$ cat src/rtl/pc_gen_if.sv
// Fetch request channel between the next-PC stage and instruction memory.
// The master drives the address/valid; imem answers with ready.
interface pc_gen_if;
    logic        if_valid;
    logic        if_ready;
    logic [31:0] pc_IF;

    modport master (output if_valid, output pc_IF, input if_ready);
    modport slave  (input if_valid, input pc_IF, output if_ready);
endinterface

$ cat src/rtl/pc_gen.sv
// Next-PC stage: forms redirect targets, owns the IF program counter, issues fetches over a
// valid/ready channel and parks a redirect that arrives while imem is stalling the request.
module pc_gen #(
    parameter logic [31:0] RESET_PC    = 32'h0000_0000,
    parameter bit          CHECK_ALIGN = 1'b1
) (
    input  logic        clk,
    input  logic        rst_n,
    input  logic        stall,
    input  logic        B_JUMP,
    input  logic        jalr,
    input  logic        jal,
    input  logic [31:0] offset,
    input  logic [31:0] imm_ID,
    input  logic [31:0] pc_ID,
    input  logic [31:0] pc_EX,
    pc_gen_if.master    fetch,
    output logic [31:0] pc_plus4,
    output logic        flush_IF,
    output logic        flush_ID,
    output logic        misalign
);

    typedef enum logic [1:0] {StBoot, StRun, StPend} state_e;

    state_e      state_q, state_d;
    logic [31:0] pc_q, pc_d;
    logic [31:0] pend_q, pend_d;
    logic        valid_q, valid_d;
    logic        misalign_q, misalign_d;
    logic [31:0] target;
    logic        redirect;
    logic        accept;

    // Older instruction (EX branch) takes priority over younger ID jumps.
    always_comb begin
        target = pc_ID + offset;
        if (B_JUMP) begin
            target = pc_EX + offset;
        end else if (jalr) begin
            target = (offset + imm_ID) & ~32'h1;
        end
    end

    assign redirect = (B_JUMP | jalr | jal) & (state_q != StBoot);
    assign accept   = valid_q & fetch.if_ready;

    always_comb begin
        state_d    = state_q;
        pc_d       = pc_q;
        pend_d     = pend_q;
        valid_d    = valid_q;
        misalign_d = CHECK_ALIGN && redirect && (target[1:0] != 2'b00);
        unique case (state_q)
            StBoot: begin
                state_d = StRun;
                valid_d = 1'b1;
                pc_d    = RESET_PC;
            end
            StRun: begin
                if (redirect) begin
                    if (accept || !valid_q) begin
                        pc_d = target;
                    end else begin
                        pend_d  = target;
                        state_d = StPend;
                    end
                end else if (accept && !stall) begin
                    pc_d = pc_q + 32'd4;
                end
            end
            StPend: begin
                if (accept) begin
                    pc_d    = redirect ? target : pend_q;
                    state_d = StRun;
                end else if (redirect) begin
                    pend_d = target;
                end
            end
            default: state_d = StBoot;
        endcase
    end

    always_ff @(posedge clk or negedge rst_n) begin
        if (!rst_n) begin
            state_q    <= StBoot;
            pc_q       <= RESET_PC;
            pend_q     <= 32'h0;
            valid_q    <= 1'b0;
            misalign_q <= 1'b0;
        end else begin
            state_q    <= state_d;
            pc_q       <= pc_d;
            pend_q     <= pend_d;
            valid_q    <= valid_d;
            misalign_q <= misalign_d;
        end
    end

    assign fetch.if_valid = valid_q;
    assign fetch.pc_IF    = pc_q;
    assign pc_plus4       = pc_q + 32'd4;
    assign flush_IF       = redirect;
    assign flush_ID       = B_JUMP;
    assign misalign       = misalign_q;

endmodule
$ cat src/flat_wrapper.sv
// flat-port wrapper written by rule: the top's interface ports become plain ports
module pc_gen_flat 
#(
    parameter logic [31:0] RESET_PC    = 32'h0000_0000,
    parameter bit          CHECK_ALIGN = 1'b1
)
  (clk, rst_n, stall, B_JUMP, jalr, jal, offset, imm_ID, pc_ID, pc_EX, pc_plus4, flush_IF, flush_ID, misalign, fetch_if_valid, fetch_pc_IF, fetch_if_ready);
  pc_gen_if fetch_i ();
  input  logic clk;
  input  logic rst_n;
  input  logic stall;
  input  logic B_JUMP;
  input  logic jalr;
  input  logic jal;
  input  logic [31:0] offset;
  input  logic [31:0] imm_ID;
  input  logic [31:0] pc_ID;
  input  logic [31:0] pc_EX;
  output logic [31:0] pc_plus4;
  output logic flush_IF;
  output logic flush_ID;
  output logic misalign;
  output wire logic [$bits(fetch_i.if_valid)-1:0] fetch_if_valid;
  output wire logic [$bits(fetch_i.pc_IF)-1:0] fetch_pc_IF;
  input wire logic [$bits(fetch_i.if_ready)-1:0] fetch_if_ready;
  assign fetch_if_valid = fetch_i.if_valid;
  assign fetch_pc_IF = fetch_i.pc_IF;
  assign fetch_i.if_ready = fetch_if_ready;
  pc_gen #(.RESET_PC(RESET_PC), .CHECK_ALIGN(CHECK_ALIGN)) u_core (.clk(clk), .rst_n(rst_n), .stall(stall), .B_JUMP(B_JUMP), .jalr(jalr), .jal(jal), .offset(offset), .imm_ID(imm_ID), .pc_ID(pc_ID), .pc_EX(pc_EX), .fetch(fetch_i), .pc_plus4(pc_plus4), .flush_IF(flush_IF), .flush_ID(flush_ID), .misalign(misalign));
endmodule
$ cat config.mk
export PLATFORM = sky130hd
export DESIGN_NAME = pc_gen_flat
export DESIGN_NICKNAME = d
export VERILOG_FILES = /design/src/rtl/pc_gen_if.sv /design/src/rtl/pc_gen.sv /design/src/flat_wrapper.sv
export SDC_FILE = /design/constraint.sdc
export NUM_CORES = 1
export LEC_CHECK = 0
export CORE_ASPECT_RATIO = 1.5
export CORE_MARGIN = 10
export CORE_UTILIZATION = 35
export DETAILED_ROUTE_END_ITERATION = 8
export GPL_TIMING_DRIVEN = 0
export SYNTH_ARGS = -nofsm -noshare
export SYNTH_HDL_FRONTEND = slang
export SYNTH_SLANG_ARGS = --single-unit
export TNS_END_PERCENT = 10
$ cat constraint.sdc
create_clock -name clk -period 3.3 [get_ports clk]
set_input_delay 0.825 -clock clk [delete_from_list [all_inputs] [get_ports clk]]
set_output_delay 0.825 -clock clk [all_outputs]
set_load 0.005 [all_outputs]
==> flow_metrics.tcl <==
set metrics [dict create \
    rsz0062_at_grt "yes" \
    cts_made_buffers 9 \
    grtUsageTotal_pct 22.3 \
    ys_seq_area_share_pct 18.1 \
    min_from "u_core.pend_q[4]" \
    synth_cell_type_count 70 \
    gp_congestion 0.965 \
    synthArstFlopShare_pct 100 \
    avgViaCountPerCell 5.86 \
    syn_avg_cell_area_sq_um 7.34 \
    yosysWarnings 0 \
    crit_fanout 6 \
    wl_per_cell_um 21.4 \
    arrival_ns 2.57 \
    start_util_pct 35.5 \
    clkSinkCount 68 \
    synthFlopType "dfrtp_1" \
    layout_commonest_cell "nand2_1" \
    finalNonFillerCells 1868 \
    dpl.cell_count 1817 \
    synth_edf_count 0 \
    fin_ws_ns -0.0953 \
    hold_ws_ns 0.473 \
    design_area_sq_um 13700 \
    antenna_found_initial 3 \
    area_delta_synth_final_pct 46.3 \
    cap_violations 0 \
    hold_viol_final 0 \
    grt_pass1_vias 11300 \
    synth_cells 1280 \
    violations "negative setup slack" \
    skew_ns 0.00281 \
    critPathCaptureType "primary output" \
    status "finished, violations left" \
    slew_violations 0 \
    regArea_sq_um 1710 \
    vias 10900 \
    total_power_w 0.00468 \
    dpl.hpwl_um 32500 \
    worstReg2RegStart "u_core.state_q[1]" \
    portBuffers 200 \
    tightest_slew_ns 1.23 \
    setup.worst_path.start "u_core.fetch.pc_IF[7]" \
    die_width_um 154 \
    grt_overflow 0 \
    nFillCells 2609 \
    drt-initial-drc-count 709 \
    postRouteAntennaNets 0 \
    drive_gt1_share_pct 18.2 \
    coreArea_sq_um 26500 \
    rows 73 \
    p_leak_nw 5.66 \
    die_y_um 221 \
    hold_class "flop to flop" \
    grt_pass1_wl_um 61500 \
    fin_crit_ns 3.40 \
    place_area_sq_um 11800 \
    htreeDepth 3 \
    synth_seq_cells 68 \
    multi_input_area_sq_um 8610 \
    grt_max_degree 69 \
    clockRootBuffer "clkbuf_16" \
    worstSkewPairLatency_ns 0.33 \
    totalWireLength_um 39900 \
    period_share_pct 103 \
    final_cell_mix "158 x nand2_1, 137 x clkdlybuf4s50_1, 126 x o21ai_0" \
    cts.clk_slew.worst_paths_ns 0.05 \
    ir_drop_v 0.000364 \
    finish.net_count 1758 \
    startpoint_type "flop" \
    ios 203 \
    criticalPathCategory "flop to primary output" \
    setup_viol 7 \
    cts_tree "done" \
    syn_area_sq_um 9390 \
    max-clock-path-buffers 2 \
    drt-pass1-iter-count 5 \
    synthesis.nets 1515 \
    route.detailed.drc 0 \
    post-place-ws_ns -1.46 \
    die-area_sq_um 33900 \
    slew-limit-headroom_pct 18.0 \
    holdBufCountCts 0 \
    powerDensity_nw_per_um2 340 \
    required_ns 2.47 \
    max_clock_freq_ghz 0.295 \
]
==> sequential cells by signal (all words and copies together) (netlist names) <==
name / cells
u_core.pend_q: 32
u_core.state_q: 2
u_core.fetch.pc_IF: 32
u_core.misalign: 1
u_core.fetch.if_valid: 1
==> cell usage after synthesis (12+ instances only) <==
library cell    n  area [sq um]
o21bai_1       13          97.6
a22o_1         12           105
a21oi_1       129           646
o21ai_0       151           756
xor2_1         49           429
nor2_1         80           300
dfrtp_1        68          1700
and3_1         15          93.8
a21o_1         38           285
a211oi_1       15           113
nand4_1        22           138
nand2_1       160           601
inv_1          27           101
ha_1           97          1210
nor3_1         19          95.1
o31ai_1        13          97.6
o211ai_1       15           113
xnor2_1        60           526
nand3_1        45           225
clkbuf_1       51           191
a31oi_1        28           175
==> final timing paths <==
| path | to | slack, ns | cells past startpoint |
|---|---|---|---|
| worst max-delay path | pc_plus4[29] | -0.1 | 7 |
| worst min-delay path | u_core.pend_q[4] | 0.47 | 2 |
| worst max register to register | u_core.fetch.pc_IF[9] | 0.43 | 10 |
| worst min register to register | u_core.pend_q[4] | 0.47 | 2 |
| max in group asynchronous | u_core.fetch.pc_IF[2] | 2.08 | 1 |
| min in group asynchronous | u_core.fetch.pc_IF[1] | 0.59 | 1 |
==> through the flow <==
step	TNS (ns)	util (%)
2_1_floorplan	0	-
3_3_place_gp	-114.40	44.6
3_5_place_dp	-44.86	44.6
4_1_cts	-0.547	50.1
5_1_grt	-2.07	51.9
6_report	-0.248	51.9
==> report_power, final <==
part | internal [W] | switching [W] | leakage, nW | total [W]
clock | 0.000623 | 0.000354 | 0.149 | 0.000977
combinational | 0.00129 | 0.00134 | 4.65 | 0.00263
sequential | 0.000926 | 0.000143 | 0.865 | 0.00107
==> critical path, cell delays in order (launching register included) <==
cell and delay (ns):
dfrtp_2 0.42, and4_4 0.28, nand4_1 0.24, nor2_4 0.28
buf_4 0.16, nand3_1 0.11, xnor2_2 0.20, clkdlybuf4s50_1 0.55
==> cell type report <==
cell class                 count  area share, %
multi-input combinational   1120           62.6
timing repair buffer         246           16.9
sequential                    68           12.4
tap                          337           3.07
buffer                        51           1.93
clock buffer                  12           1.87
inverter                      27          0.756
clock inverter                 4          0.346
antenna                        3         0.0546
==> kinds of logic after synthesis <==
group | Yosys count | share of synthesized area (%)
compound gates | 498 | 33.2
simple gates | 405 | 20.2
xor+xnor | 109 | 10.2
fa+ha+maj | 100 | 13.6
buf+inv | 92 | 3.89
flops | 68 | 18.1
mux | 8 | 0.892
==> routing by layer <==
metal	track usage, %	share of wire, %	up-vias
met4	10.6	3.8	0
met2	41.6	53	397
li1	-	-	5258
met1	24.5	39	5200
met3	2.70	4.7	93
met5	0	0	-
==> timing repair <==
| item | in CTS | in global routing |
|---|---|---|
| resized for setup | 267 | 88 |
| setup buffers | 31 | 15 |
| endpoints found under the setup margin | 68 | 52 |
| pin swaps | 55 | 35 |
Note: power is estimated with default switching activity, not from simulation.
